<file path="config.mk">
export PLATFORM = sky130hd
export DESIGN_NAME = hog_cell_sequencer
export DESIGN_NICKNAME = d
export VERILOG_FILES = /design/src/rtl/hog_cell_sequencer.sv
export SDC_FILE = /design/constraint.sdc
export NUM_CORES = 1
export LEC_CHECK = 0
export ABC_AREA = 1
export CORE_AREA = 3 3 239 241
export DETAILED_ROUTE_END_ITERATION = 6
export DIE_AREA = 0 0 242 244
export GPL_ROUTABILITY_DRIVEN = 0
export PLACE_DENSITY = 0.48
export RECOVER_POWER = 25
export SYNTH_ARGS = -nofsm -noshare
export SYNTH_HDL_FRONTEND = slang
export SYNTH_SLANG_ARGS = --single-unit
export TNS_END_PERCENT = 50
</file>
<file path="constraint.sdc">
create_clock -name clk -period 3.2 [get_ports clk]
set_input_delay 0.32 -clock clk [delete_from_list [all_inputs] [get_ports clk]]
set_output_delay 0.32 -clock clk [all_outputs]
set_load 0.05 [all_outputs]
</file>
<file path="src/rtl/hog_cell_sequencer.sv">
// -----------------------------------------------------------------------------
// hog_cell_sequencer
//
// Frame-level controller in front of hog_feature_gen. Cells come in from the
// histogram stage over a valid/ready handshake. They are paced so that at
// least MIN_GAP idle cycles separate two issued cells. Each cell is forwarded
// to the feature generator with its cell index and frame-window address. The
// frame-window address is 0 during the single CLEAR cycle, which clears the
// generator. The sequencer then counts the normalized blocks that come back,
// and uses that count to detect the end of the frame.
//
// Optional feature:
//   HOG_SEQ_WDOG_EN - when defined, a watchdog runs in FLUSH. If no block
//                     arrives for TIMEOUT cycles, it pulses err and abandons
//                     the frame. When undefined, err is tied 0 and FLUSH
//                     waits indefinitely.
//
// Ports:
//   clk         clock
//   rst         synchronous reset, active low
//   start       begin a frame (honoured only in IDLE, not while done is high)
//   cell_bin    upstream cell histogram, 9 bins of BIN_I+BIN_F bits
//   cell_valid  upstream valid
//   cell_ready  sequencer can accept a cell (combinational)
//   fg_addr_fw  frame-window address to feature gen, 0 = clear
//   fg_address  cell index to feature gen
//   fg_bin      registered histogram to feature gen
//   fg_valid    histogram valid to feature gen
//   fg_o_valid  block-feature valid from feature gen
//   busy        high from CLEAR through FLUSH
//   blk_cnt     blocks received this frame (saturates at N_BLK)
//   done        one-cycle pulse, frame complete
//   err         one-cycle pulse, watchdog expired
// -----------------------------------------------------------------------------
module hog_cell_sequencer #(
    parameter int ADDR_W    = 10,
    parameter int BIN_I     = 16,
    parameter int BIN_F     = 16,
    parameter int BID_W     = 13,
    parameter int CELL_COLS = 40,
    parameter int CELL_ROWS = 20,
    parameter int MIN_GAP   = 2,
    parameter int TIMEOUT   = 1023
) (
    input  logic                         clk,
    input  logic                         rst,
    input  logic                         start,
    input  logic [9*(BIN_I+BIN_F)-1:0]   cell_bin,
    input  logic                         cell_valid,
    output logic                         cell_ready,
    output logic [ADDR_W-1:0]            fg_addr_fw,
    output logic [ADDR_W-1:0]            fg_address,
    output logic [9*(BIN_I+BIN_F)-1:0]   fg_bin,
    output logic                         fg_valid,
    input  logic                         fg_o_valid,
    output logic                         busy,
    output logic [BID_W-1:0]             blk_cnt,
    output logic                         done,
    output logic                         err
);

    localparam int BIN_W  = 9 * (BIN_I + BIN_F);
    localparam int N_CELL = CELL_COLS * CELL_ROWS;
    localparam int N_BLK  = (CELL_COLS - 1) * (CELL_ROWS - 1);
    localparam int GAP_W  = (MIN_GAP > 0) ? $clog2(MIN_GAP + 1) : 1;

    localparam logic [ADDR_W-1:0] LAST_CELL = ADDR_W'(N_CELL - 1);
    localparam logic [BID_W-1:0]  BLK_FULL  = BID_W'(N_BLK);
    localparam logic [GAP_W-1:0]  GAP_LOAD  = GAP_W'(MIN_GAP);

    // The frame must fit the address space: fg_addr_fw reaches N_CELL.
    if (N_CELL >= (2 ** ADDR_W) || TIMEOUT < 1) begin : g_bad_cfg
        $error("hog_cell_sequencer: N_CELL must be < 2**ADDR_W and TIMEOUT >= 1");
    end

    typedef enum logic [1:0] {
        IDLE  = 2'd0,
        CLEAR = 2'd1,
        RUN   = 2'd2,
        FLUSH = 2'd3
    } state_t;

    state_t              state, state_n;
    logic [ADDR_W-1:0]   cell_idx, cell_idx_n;
    logic [GAP_W-1:0]    gap_cnt, gap_n;
    logic [ADDR_W-1:0]   fw_n, addr_n;
    logic [BIN_W-1:0]    bin_n;
    logic [BID_W-1:0]    blk_n;
    logic                valid_n, done_n, busy_n;
    logic                accept, blk_hit;

`ifdef HOG_SEQ_WDOG_EN
    localparam int             WD_W   = $clog2(TIMEOUT + 1);
    localparam logic [WD_W-1:0] WD_LIM = WD_W'(TIMEOUT - 1);

    // Counts cycles since the last block (or FLUSH entry); the value 1 marks
    // the first cycle after that event, so err lands TIMEOUT cycles later.
    logic [WD_W-1:0] wdog, wdog_n;
    logic            err_n;
`endif

    assign cell_ready = (state == RUN) && (gap_cnt == '0);
    assign accept     = cell_valid && cell_ready;
    // Blocks count only once the generator has been cleared, and stop at the
    // frame total so stray extra pulses cannot wrap the counter.
    assign blk_hit    = fg_o_valid && (state == RUN || state == FLUSH) && (blk_cnt != BLK_FULL);

    always_comb begin
        // NOTE: every signal written here gets a default first so no path infers a latch.
        state_n    = state;
        cell_idx_n = cell_idx;
        gap_n      = gap_cnt;
        fw_n       = fg_addr_fw;
        addr_n     = fg_address;
        bin_n      = fg_bin;
        blk_n      = blk_cnt;
        valid_n    = 1'b0;
        done_n     = 1'b0;
`ifdef HOG_SEQ_WDOG_EN
        wdog_n     = wdog;
        err_n      = 1'b0;
`endif

        if (gap_cnt != '0) begin
            gap_n = gap_cnt - 1'b1;
        end
        if (blk_hit) begin
            blk_n = blk_cnt + 1'b1;
        end

        unique case (state)
            IDLE: begin
                fw_n = '0;
                // A start coinciding with the done pulse belongs to the old
                // frame's handshake and is dropped.
                if (start && !done) begin
                    state_n    = CLEAR;
                    cell_idx_n = '0;
                    blk_n      = '0;
                    gap_n      = '0;
                end
            end

            CLEAR: begin
                fw_n    = '0;
                state_n = RUN;
            end

            RUN: begin
                if (accept) begin
                    valid_n    = 1'b1;
                    bin_n      = cell_bin;
                    addr_n     = cell_idx;
                    fw_n       = cell_idx + 1'b1;
                    cell_idx_n = cell_idx + 1'b1;
                    gap_n      = GAP_LOAD;
                    if (cell_idx == LAST_CELL) begin
                        state_n = FLUSH;
`ifdef HOG_SEQ_WDOG_EN
                        wdog_n  = WD_W'(1);
`endif
                    end
                end
            end

            FLUSH: begin
                // blk_n already includes a pulse arriving this cycle.
                if (blk_n == BLK_FULL) begin
                    state_n = IDLE;
                    done_n  = 1'b1;
                    fw_n    = '0;
                end
`ifdef HOG_SEQ_WDOG_EN
                else if (fg_o_valid) begin
                    wdog_n = WD_W'(1);
                end else if (wdog >= WD_LIM) begin
                    state_n = IDLE;
                    err_n   = 1'b1;
                    fw_n    = '0;
                end else begin
                    wdog_n = wdog + 1'b1;
                end
`endif
            end

            default: state_n = IDLE;
        endcase

        busy_n = (state_n != IDLE);
    end

    always_ff @(posedge clk) begin
        if (!rst) begin
            // NOTE: fg_bin is a wide datapath register, but it is reset as well so every output reads 0 out of reset.
            state      <= IDLE;
            cell_idx   <= '0;
            gap_cnt    <= '0;
            fg_addr_fw <= '0;
            fg_address <= '0;
            fg_bin     <= '0;
            fg_valid   <= 1'b0;
            blk_cnt    <= '0;
            busy       <= 1'b0;
            done       <= 1'b0;
        end else begin
            // NOTE: state updates use non-blocking assignments so every register samples pre-edge values.
            state      <= state_n;
            cell_idx   <= cell_idx_n;
            gap_cnt    <= gap_n;
            fg_addr_fw <= fw_n;
            fg_address <= addr_n;
            fg_bin     <= bin_n;
            fg_valid   <= valid_n;
            blk_cnt    <= blk_n;
            busy       <= busy_n;
            done       <= done_n;
        end
    end

`ifdef HOG_SEQ_WDOG_EN
    always_ff @(posedge clk) begin
        if (!rst) begin
            wdog <= '0;
            err  <= 1'b0;
        end else begin
            wdog <= wdog_n;
            err  <= err_n;
        end
    end
`else
    assign err = 1'b0;
`endif

endmodule

</file>
* Yosys cells after proc, flatten, opt, wreduce, memory -nomap -nowiden
Cells that the tools add are included.
Storage, ports and cells: bits in registers 338, bits in latches 0, memory bits (writable) 0, bits in read-only memories 0, input port bits 293, word-level logic and storage cells 59, memories kept 0
Cells by class: $add $sub $neg 3, multiply operators 0, divide/modulo/power cells 0, magnitude comparators 0, equality and inequality tests 9, shift-type cells 0, mux-type cells 19, bitwise operators 0, reduce and logical (&&, ||, !) cells 18
Operators by type and width (number):
- two-way mux 13 bit | 3
- two-way mux 10 bit | 3
- one-hot mux 10 bit (3 select lines) | 1
- one-hot mux 10 bit (2 select lines) | 1
- two-way mux 2 bit | 7
- adder 13 x 1 -> 13 bit (second input constant) | 1
- equality test 13 x 10 -> 1 bit (second input constant) | 1
- inequality test 13 x 10 -> 1 bit (second input constant) | 1
- adder 10 x 1 -> 10 bit (second input constant) | 1
- equality test 10 bit (second input constant) | 1
- one-hot mux 2 bit (4 select lines) | 1
- AND reduction 2 bit | 4
- nonzero test 2 bit | 3
- logical AND 1 bit | 5
- equality test 2 bit (second input constant) | 2
- logical NOT 2 bit | 2
- inequality test 2 bit (second input constant) | 2
- one-hot mux 2 bit (2 select lines) | 1
- AND reduction 3 bit | 1
- equality test 2 x 1 -> 1 bit (second input constant) | 1
- two-way mux 1 bit | 2
- inequality test 2 x 1 -> 1 bit (second input constant) | 1
- OR reduction 2 bit | 1
- subtractor 2 x 1 -> 2 bit (second input constant) | 1
- other kinds (2) | 2

* Depth between registers and ports, before layout
Gate-level depths: netlist (run 1).
word-level depth 9, mapped depth 18, gate-level depth less buffers 18

* Worst setup path after synthesis (run 1)
No wires, ideal clock.
path kind register to register, start reg blk_cnt[0], end reg busy, library setup time 0.114 ns, arrival 2.189 ns, required time 3.086 ns, path slack 0.898 ns, stages on the path, launching flop included 18, buffers on the path 1, period minus slack after synthesis 2.302 ns, cell sequence dfxtp_1 > ha_1 > nand2_1 > nor2_4 > nand3_1 > nand2_1 > nand2_1 > nand2_1 > nand2_1 > nor2_1 > nand2_1 > nor2_1 > nand2_1 > nand2_2 > buf_6 > nand3_1 > nand2_1 > nand2_1
On the way: word-level cells in the longest chain between the ends 7, elaborated cells on any way between the ends 8
Ends and longest elaborated chain:
- from (decl) | RTL line 57 | output logic [BID_W-1:0] blk_cnt,
- from (signal assigned) | RTL line 214 | blk_cnt <= blk_n;
- parallel branches: the longest is 2 deep, another holds adder 13 x 1 -> 13 bit
- two-way mux 13 bit (*) | RTL line 127 | if (blk_hit) begin
- equality test 13 x 10 -> 1 bit (*) | RTL line 168 | if (blk_n == BLK_FULL) begin
- two-way mux 2 bit (*) | RTL line 168
- one-hot mux 2 bit (4 select lines) (*) | RTL line 131 | unique case (state)
- nonzero test 2 bit (*) | RTL line 189 | busy_n = (state_n != IDLE);
- to (signal assigned) | RTL line 215 | busy <= busy_n;
- to (decl) | RTL line 56 | output logic busy,
Mark *: on every way between the ends. A chain may end at the register's enable or synchronous reset.

* Final worst setup path (run 1)
start reg state[1], end out cell_ready
On the way: word-level cells in the longest chain between the ends 2
Ends and longest elaborated chain:
- from (decl) | RTL line 83 | state_t state, state_n;
- from (signal assigned) | RTL line 207 | state <= state_n;
- equality test 2 bit | RTL line 102 | assign cell_ready = (state == RUN) && (gap_cnt == '0);
- logical AND 1 bit | RTL line 102
- to (decl) | RTL line 50 | output logic cell_ready,
Every way passes these cells.

==> impl_metrics.yaml, run 1 <==
global_routing:
  grt_pass1_wl_um: 76670
  grt.overflow.total: 0
  grt_max_degree: 92
  grt_pass1_vias: 12430
  antenna_found_initial: 3
  grt_usage: 0.1646
layout:
  n_antenna_cell: 0
  fin_cells: 2962
  drive_gt1_frac: 0.04652
  syn2layout_area_growth_pct: 67.09
  fillers: 5734
  multi_input_area_um2: 4881
  seqCellArea_um2: 6766
  nNetsFinal: 2479
power:
  ir_worst_vdd_mv: 0.3886
  p_leak_nw: 7.558
  power_density_nw_per_um2: 531.7
worst_setup_path:
  critPathKind: "reg2out"
  cp-endpoint: "cell_ready"
  cp-startpoint: "state[1]$_SDFF_PN0_"
  cp_cell_sequence: "inv_1 -> nor2_8 -> inv_1 -> nor3_2 -> clkdlybuf4s50_1"
  endpoint_kind: "primary output"
  worstReg2RegStart: "state[1]$_SDFF_PN0_"
  startpoint_type: "register"
  crit_arrival_ns: 2.46
  max_stage_delay_ns: 0.91
  reg2reg_to: "fg_bin[136]$_SDFFE_PN0P_"
  r2r_setup_slack_ns: 0.49
  required_ns: 2.88
  r2r_cells: 9
  critPathMaxFanout: 9
  crit_top_cell: "inv_1"
  crit_slowest_cell: "clkdlybuf4s50_1"
routing:
  drtIter0Drc: 697
  postRouteAntennaNets: 0
  vias_per_cell: 4.279
  firstDrtPassIters: 4
  wire_per_inst_um: 17.20
  num_vias: 12675
  drc: 0
  routed_wl_um: 50960
floorplanning:
  ios: 619
  die_w_um: 242
  initial_utilization: 0.2234
  fp.coreArea_um2: 55090
  die_y_um: 244
  placementRows: 86
  dieArea_um2: 59050
timing:
  hold_viol: 0
  tightest_slew_ns: 0.6755
  post-route-min-period_ns: 2.778
  fin_skew_ns: 0.01070
  post-route-period-util: 0.8681
  setup_viol: 0
  slew_headroom: 0.5483
  rsz0062_at_grt: "no"
  setup_tns_ns: 0
  fmax_mhz: 360.0
  final_max_slew_viol_count: 0
flow_run:
  drv_cap: 0
clock_network:
  cts_max_level: 2
  clkSinkCount: 338
  cts_setup_buffers: 0
  clock-root-buffer: "clkbuf_16"
  clk_latency_ns: 0.55
  holdBufCountCts: 0
  numCtsBuffers: 43
  postCtsResizedCells: 0
  clockBufferDepth: 3
  cts_tree: "done"
  clk_pin_slew_ns: 0.06
placement:
  port-buffer-count: 617
  hpwlAfterDp_um: 37050
  dp_cells: 2886
synth:
  ys_seq_area_frac: 0.5497
  synth_cell_types: 33
  avgSynthCellArea_um2: 7.650
  syn_nets: 1905
  synth.ff_latch_count: 338
  synthCells: 1609
  yosysWarningCount: 0
  synth.cell_area_um2: 12310
outcome:
  status: "complete, no violations"
worst_hold_path:
  hp-class: "in2reg"
[layout make-up]
| cell class | count | area share |
|---|---|---|
| Sequential cell | 338 | 0.3290 |
| Clock buffer | 65 | 0.06327 |
| Clock inverter | 11 | 0.004745 |
| Tap cell | 748 | 0.04550 |
| Multi-Input combinational cell | 1128 | 0.2373 |
| Inverter | 35 | 0.007118 |
| Timing Repair Buffer | 637 | 0.3131 |
[where the power goes]
group	total [W]	internal, W	switching, W	leakage (nW)
clock	0.00477	0.00289	0.00189	0.689
combinational	0.00170	0.000675	0.00102	4.13
sequential	0.00446	0.00437	0.0000930	2.74
total	0.0109	0.00793	0.00300	7.56
[per-layer routing]
layer  up-vias  global-route usage  share of wire
li1       6329                   -              -
met1      5796              0.1890           0.40
met2       475              0.2858           0.48
met3        71             0.06316          0.094
met4         4             0.04508          0.022
met5         -                   0        0.00053
[stage by stage]
stage	instance area (um2)	utilization	hold WS [ns]	total power [W]	setup WS (ns)
floorplan	12310	-	0.4418	0.005466	0.8976
global placement	19210	0.3486	0.4506	0.006286	0.7553
detailed placement	19210	0.3486	0.4547	0.006292	0.7404
CTS	20600	0.3740	0.2739	0.01117	0.3602
global route	20570	0.3733	0.3042	0.01138	0.2400
finish	20570	0.3733	0.3230	0.01094	0.4220
[synthesized netlist by cell type, drive strengths merged]
master | number | area share
nand2 | 668 | 0.21
dfxtp | 338 | 0.55
a21oi | 328 | 0.13
buf | 66 | 0.028
nor2 | 49 | 0.018
clkbuf | 42 | 0.013
inv | 35 | 0.011
nand3 | 32 | 0.015
o21ai | 22 | 0.0089
nor3 | 8 | 0.0041
nand4 | 5 | 0.0025
xor2 | 4 | 0.0028
ha | 3 | 0.0030
nand3b | 3 | 0.0018
conb | 1 | 0.00030
nor3b | 1 | 0.00061
nor4 | 1 | 0.00051
o21bai | 1 | 0.00061
or2 | 1 | 0.00051
xnor2 | 1 | 0.00071
[worst max-delay path, delay by kind of cell, from the launching register on]
kind | cells | cell delay, ns
buffers and inverters | 3 | 1.19
and+or+nand+nor | 2 | 0.35
DFF | 1 | 0.38
[cell usage in the layout, fill, tap and decap left out, types with 2 or more instances in the layout]
cell type	synthesis	layout
clkdlybuf4s50_1	0	479
clkbuf_8	0	10
dlygate4sd3_1	0	138
buf_4	2	11
clkinv_2	0	5
ha_1	3	3
xor2_1	4	4
o21ai_0	21	21
nor2_1	43	44
buf_12	0	9
nand3_1	29	30
nor3_2	2	2
inv_8	0	2
clkbuf_16	0	45
nand2_1	662	664
nor2_2	2	2
inv_6	0	2
nand2_2	4	3
clkinv_4	0	2
nor2_4	3	2
a21oi_1	328	328
nor3_1	6	6
nand3_2	2	2
clkbuf_1	42	10
nand4_1	5	5
nand3b_1	3	3
inv_1	30	32
dfxtp_1	338	338
[cells by family (layout without fill, tap and decap cells)]
| logic type | Yosys count | in the layout | share of synthesized area |
|---|---|---|---|
| AOI/OAI and AO/OA | 351 | 351 | 0.1429 |
| xor gates and xnor gates | 5 | 5 | 0.003557 |
| adders and majority gates | 3 | 3 | 0.003050 |
| buffers and inverters | 143 | 748 | 0.05133 |
| DFF | 338 | 338 | 0.5497 |
| other | 1 | 1 | 0.0003046 |
| and+or+nand+nor | 768 | 768 | 0.2491 |
[sequential cells by signal, indices dropped and copies added, names as in the netlist]
| register | cells |
|---|---|
| fg_addr_fw | 10 |
| busy | 1 |
| cell_idx | 10 |
| done | 1 |
| gap_cnt | 2 |
| state | 2 |
| fg_valid | 1 |
| blk_cnt | 13 |
| fg_bin | 288 |
| fg_address | 10 |
[how the worst min path moves through the flow]
stage / startpoint / endpoint / slack [ns] / cells after the start
finish: cell_bin[244] / fg_bin[244]$_SDFFE_PN0P_ / 0.32 / 3
CTS: cell_bin[286] / fg_bin[286]$_SDFFE_PN0P_ / 0.27 / 3
global placement: fg_bin[204]$_SDFFE_PN0P_ / fg_bin[204]$_SDFFE_PN0P_ / 0.45 / 2
global route: cell_bin[163] / fg_bin[163]$_SDFFE_PN0P_ / 0.30 / 3
detailed placement: fg_bin[144]$_SDFFE_PN0P_ / fg_bin[144]$_SDFFE_PN0P_ / 0.45 / 2
floorplan: gap_cnt[0]$_SDFF_PN0_ / gap_cnt[0]$_SDFF_PN0_ / 0.44 / 1
No activity file was read; power rests on OpenSTA's default activity.
==> inputs of run 2 (changes only) <==
--- a/config.mk
+++ b/config.mk
@@ -6,12 +6,13 @@
 export NUM_CORES = 1
 export LEC_CHECK = 0
 export ABC_AREA = 1
-export CORE_AREA = 3 3 239 241
+export CORE_AREA = 3 3 240 242
 export DETAILED_ROUTE_END_ITERATION = 6
-export DIE_AREA = 0 0 242 244
+export DIE_AREA = 0 0 243 245
 export GPL_ROUTABILITY_DRIVEN = 0
-export PLACE_DENSITY = 0.48
+export PLACE_DENSITY = 0.47
 export RECOVER_POWER = 25
+export SETUP_SLACK_MARGIN = 0.5
 export SYNTH_ARGS = -nofsm -noshare
 export SYNTH_HDL_FRONTEND = slang
 export SYNTH_SLANG_ARGS = --single-unit
==> run 2 against run 1 <==
The run now ends with max-slew violations left. Worst hold slack worse by 0.00084 ns. Clock skew fell by 0.0011 ns. First-iteration DRC count decreased by 0.43%. Cell count is 0.17% higher. Fmax grew 0.30%. Register-to-register slack worse by 0.06 ns. Critical path depth rose by 2. Via count fell by 0.50%. Critical path type is now reg2reg. Largest cell class unchanged. Largest power group unchanged.
==> impl_metrics.yaml, run 2 (same netlist as run 1, synthesis figures left out) <==
layout:
  seqCellArea_um2: 6766
  drive_gt1_frac: 0.04835
  final_cell_area_um2: 20620
  fillers: 5818
  syn2layout_area_growth_pct: 67.54
  multi_input_area_um2: 4896
  final_common_cell: "nand2_1"
  largest_reg_flops: 288
  layout_common_cells: "nand2_1 (664), clkdlybuf4s50_1 (512), dfxtp_1 (338)"
  reg_top3: "fg_bin: 288 flops, blk_cnt: 13 flops"
  nNetsFinal: 2477
  regMostFlops: "fg_bin"
worst_setup_path:
  critPathKind: "reg2reg"
  required_ns: 3.67
  endpoint_kind: "register"
  critPathMaxFanout: 182
  startpoint_type: "register"
  crit_arrival_ns: 3.24
timing:
  post-route-period-util: 0.8655
  post-route-min-period_ns: 2.770
  setup_tns_ns: 0
  fin_skew_ns: 0.009623
  rsz0062_at_grt: "no"
  fmax_mhz: 361.1
  hold_viol: 0
  tightest_slew_ns: 1.606
  final_max_slew_viol_count: 101
  slew_headroom: -0.07077
  setup_viol: 0
floorplanning:
  initial_utilization: 0.2226
  die_y_um: 245
  die_w_um: 243
  dieArea_um2: 59540
  ios: 619
  fp.coreArea_um2: 55310
  placementRows: 86
global_routing:
  grt_usage: 0.1625
  grt.overflow.total: 0
  antenna_found_initial: 6
  grt_pass1_vias: 12232
  grt_max_degree: 183
  grt_pass1_wl_um: 75510
routing:
  wire_per_inst_um: 17.22
  firstDrtPassIters: 5
  drc: 0
  vias_per_cell: 4.251
  postRouteAntennaNets: 0
  routed_wl_um: 51100
  drtIter0Drc: 694
  num_vias: 12612
clock_network:
  numCtsBuffers: 43
  clkSinkCount: 338
  clock-root-buffer: "clkbuf_16"
  cts_tree: "done"
  clk_pin_slew_ns: 0.06
  clockBufferDepth: 3
  clk_latency_ns: 0.55
  cts_max_level: 2
  cts_setup_buffers: 0
outcome:
  violations: "max-slew violations"
  status: "finished, violations left"
power:
  power_density_nw_per_um2: 536.5
  p_leak_nw: 7.453
  ir_worst_vdd_mv: 0.3792
flow_run:
  drv_cap: 0
worst_hold_path:
  hp-class: "in2reg"
placement:
  dpl_cell_area_um2: 19190
  hpwlAfterDp_um: 36850
  port-buffer-count: 617
## run 2: cell count changes in the layout (fill, tap and decap cells not counted), sizes merged
cell	previous run	this run
diode	0	6
buf	20	18
clkdlybuf4s50	479	512
dlygate4sd3	138	104
inv	37	36
clkbuf	65	66
dlygate4sd2	0	1
bufinv	1	2
## run 2: routing by layer
metal  vias up  share of wire  global-route usage
met5         -        0.00025                   0
li1       6330              -                   -
met1      5738           0.40              0.1874
met3        75          0.094             0.06238
met4         2          0.027             0.05641
met2       467           0.48              0.2756
## run 2: through the flow
| step | cells | hold slack [ns] | power, W | util | setup slack (ns) |
|---|---|---|---|---|---|
| final | 2967 | 0.3222 | 0.01106 | 0.3729 | 0.4303 |
| after global placement | 2884 | 0.4508 | 0.006282 | 0.3470 | 0.7195 |
| after detailed placement | 2884 | 0.4547 | 0.006291 | 0.3470 | 0.7052 |
| after CTS | 2961 | 0.2701 | 0.01130 | 0.3732 | 0.5735 |
| after floorplan | 1609 | 0.4418 | 0.005466 | - | 0.8976 |
| after global routing | 2965 | 0.2959 | 0.01155 | 0.3728 | 0.2691 |
## run 2: final cells by class
type | count | share of cell area
inverter | 35 | 0.007098
clock buffer | 66 | 0.06473
sequential | 338 | 0.3281
clock inverter | 11 | 0.005581
tap | 748 | 0.04538
timing repair buffer | 635 | 0.3110
antenna | 6 | 0.0007280
multi-input combinational | 1128 | 0.2374
## run 2: worst paths after layout
kind,from,to,slack [ns],cells past startpoint
hold reg to reg,gap_cnt[0]$_SDFF_PN0_,gap_cnt[0]$_SDFF_PN0_,0.45,1
hold / removal,cell_bin[228],fg_bin[228]$_SDFFE_PN0P_,0.32,3
setup reg to reg,state[0]$_SDFF_PN0_,fg_bin[138]$_SDFFE_PN0P_,0.43,7
setup / recovery,state[0]$_SDFF_PN0_,fg_bin[138]$_SDFFE_PN0P_,0.43,7
## run 2: critical path, cell delays in order, from the launching register on
cell and delay [ns]:
dfxtp_1 0.47, nor2_8 0.10, inv_2 0.13, nor3_1 0.08, nand2_1 0.28, buf_6 0.85, nand2_1 0.15, a21oi_1 0.20
## run 2: repair_timing
action                                  CTS  global route
hold buffers                              0             0
resized for setup                         1             0
endpoints found under the setup margin    1             0
## run 2: power breakdown
part	internal (W)	total (W)	switching (W)
Combinational	0.000676	0.00170	0.00102
Sequential	0.00437	0.00446	0.0000923
Clock	0.00303	0.00490	0.00188
==> inputs of run 3 (changes only) <==
--- a/config.mk
+++ b/config.mk
@@ -10,7 +10,7 @@
 export DETAILED_ROUTE_END_ITERATION = 6
 export DIE_AREA = 0 0 243 245
 export GPL_ROUTABILITY_DRIVEN = 0
-export PLACE_DENSITY = 0.47
+export PLACE_DENSITY = 0.46
 export RECOVER_POWER = 25
 export SETUP_SLACK_MARGIN = 0.5
 export SYNTH_ARGS = -nofsm -noshare
==> run 3 against run 2 <==
The run now ends clean. Count of clock-buffer cells in the layout shrank 4. Register-to-register slack better by 0.17 ns. Via count is 0.34% lower. Non-clock buffer count increased by 5. Clock skew increased by 0.0026 ns. Power down 1.3%. Critical path depth fell by 2. Sequential share of layout area grew 0.10 points. Cell count barely moved. Critical endpoint is now cell_ready.
==> impl_metrics.yaml, run 3 (same netlist as run 1, synthesis figures left out) <==
outcome:
  status: "complete, no violations"
floorplanning:
  initial_utilization: 0.2226
  ios: 619
  die_w_um: 243
  fp.coreArea_um2: 55310
  placementRows: 86
  die_y_um: 245
  dieArea_um2: 59540
timing:
  slew_headroom: 0.08799
  post-route-min-period_ns: 2.691
  setup_tns_ns: 0
  rsz0062_at_grt: "no"
  fin_skew_ns: 0.01225
  tightest_slew_ns: 1.368
  hold_viol: 0
  setup_viol: 0
  post-route-period-util: 0.8409
  final_max_slew_viol_count: 0
  fmax_mhz: 371.6
worst_setup_path:
  reg2reg_to: "fg_bin[10]$_SDFFE_PN0P_"
  required_ns: 2.88
  worstReg2RegStart: "state[1]$_SDFF_PN0_"
  crit_arrival_ns: 2.37
  r2r_setup_slack_ns: 0.60
  r2r_cells: 9
  crit_top_cell: "inv_2"
  endpoint_kind: "primary output"
  max_stage_delay_ns: 0.64
  worst-path-buf-inv: 3
  path_delay_family: "buffers and inverters"
  cp_cell_sequence: "inv_2 -> nor2_8 -> inv_2 -> nor3_1 -> dlygate4sd2_1"
  crit_slowest_cell: "dlygate4sd2_1"
  critPathMaxFanout: 9
  startpoint_type: "register"
  critPathKind: "reg2out"
global_routing:
  grt_usage: 0.1647
  grt.overflow.total: 0
  grt_pass1_wl_um: 76500
  grt_pass1_vias: 12203
  grt_max_degree: 169
  antenna_found_initial: 5
worst_hold_path:
  whs_path_depth: 3
  min_to: "fg_bin[119]$_SDFFE_PN0P_"
  hp-class: "in2reg"
  hp-start: "cell_bin[119]"
layout:
  layout_common_cells: "nand2_1 (662), clkdlybuf4s50_1 (467), dfxtp_1 (338)"
  syn2layout_area_growth_pct: 67.03
  fillers: 5837
  multi_input_area_um2: 4893
  seqCellArea_um2: 6766
  final_common_cell: "nand2_1"
  largest_reg_flops: 288
  reg_top3: "fg_bin: 288 flops, blk_cnt: 13 flops"
  regMostFlops: "fg_bin"
  drive_gt1_frac: 0.04971
  nNetsFinal: 2481
clock_network:
  numCtsBuffers: 42
  clock-root-buffer: "clkbuf_16"
  clk_pin_slew_ns: 0.06
  clockBufferDepth: 3
  clk_latency_ns: 0.54
  cts_setup_buffers: 0
  holdBufCountCts: 0
  cts_max_level: 2
  cts_tree: "done"
  clkSinkCount: 338
  postCtsResizedCells: 1
flow_run:
  drv_cap: 0
power:
  p_leak_nw: 7.608
  fin_total_pwr_w: 0.01092
  ir_worst_vdd_mv: 0.3749
  power_density_nw_per_um2: 531.0
routing:
  num_vias: 12569
  postRouteAntennaNets: 0
  drtIter0Drc: 557
  wire_per_inst_um: 17.34
  vias_per_cell: 4.239
  firstDrtPassIters: 7
  routed_wl_um: 51420
  drc: 0
placement:
  port-buffer-count: 617
  hpwlAfterDp_um: 37350
-- run 3: changes by cell type in the layout (fill, tap and decap cells not counted), moves of 2 or more --
cell,change
nand2_1,-2
buf_12,-2
diode_2,-2
clkbuf_1,-2
dlygate4sd3_1,+45
clkbuf_16,-2
clkdlybuf4s50_1,-45
buf_4,+7
-- run 3: worst max path at each step --
stage	start	to	depth (start not counted)
final	state[1]$_SDFF_PN0_	cell_ready	5
after CTS	state[1]$_SDFF_PN0_	cell_ready	5
after global routing	blk_cnt[1]$_SDFF_PN0_	fg_addr_fw[6]$_SDFFE_PN0P_	16
after global placement	fg_o_valid	fg_addr_fw[6]$_SDFFE_PN0P_	14
after floorplan	blk_cnt[0]$_SDFF_PN0_	busy$_SDFF_PN0_	17
after detailed placement	fg_o_valid	fg_addr_fw[6]$_SDFFE_PN0P_	15
-- run 3: metal layers --
metal | GRT usage | part of all wire | vias to the layer above
met1 | 0.1901 | 0.40 | 5699
met2 | 0.2777 | 0.48 | 465
li1 | - | - | 6326
met3 | 0.06467 | 0.098 | 77
met4 | 0.05764 | 0.028 | 2
met5 | 0 | 0.00025 | -
-- run 3: area by class of cell --
type                            count  area share
Antenna cell                        4   0.0004869
Clock buffer                       62     0.06214
Clock inverter                     10    0.005051
Inverter                           35    0.007120
Multi-Input combinational cell   1128      0.2380
Sequential cell                   338      0.3291
Tap cell                          748     0.04552
Timing Repair Buffer              640      0.3126
-- run 3: worst register-to-register path, stage by stage (launching register included) --
cell     delay (ns)
dfxtp_1        0.40
inv_2          0.09
nor2_8         0.17
inv_2          0.10
nor3_1         0.43
nand2_4        0.16
inv_8          0.39
buf_4          0.57
nand2_1        0.10
a21oi_1        0.13
-- run 3: power by group --
group          internal (W)  total [W]  switching [W]
clock network       0.00290    0.00477        0.00186
registers           0.00437    0.00446      0.0000898
logic              0.000671    0.00169        0.00102
-- run 3: stage by stage --
stage / worst slack [ns] / instance area [um2] / std cells / util / hold WS (ns)
floorplan: 0.8976 / 12310 / 1609 / - / 0.4418
global placement: 0.7692 / 19200 / 2889 / 0.3472 / 0.4505
detailed placement: 0.7314 / 19200 / 2889 / 0.3472 / 0.4541
CTS: 0.5755 / 20580 / 2961 / 0.3722 / 0.2770
global route: 0.2732 / 20560 / 2964 / 0.3717 / 0.3037
finish: 0.5093 / 20560 / 2965 / 0.3717 / 0.3267
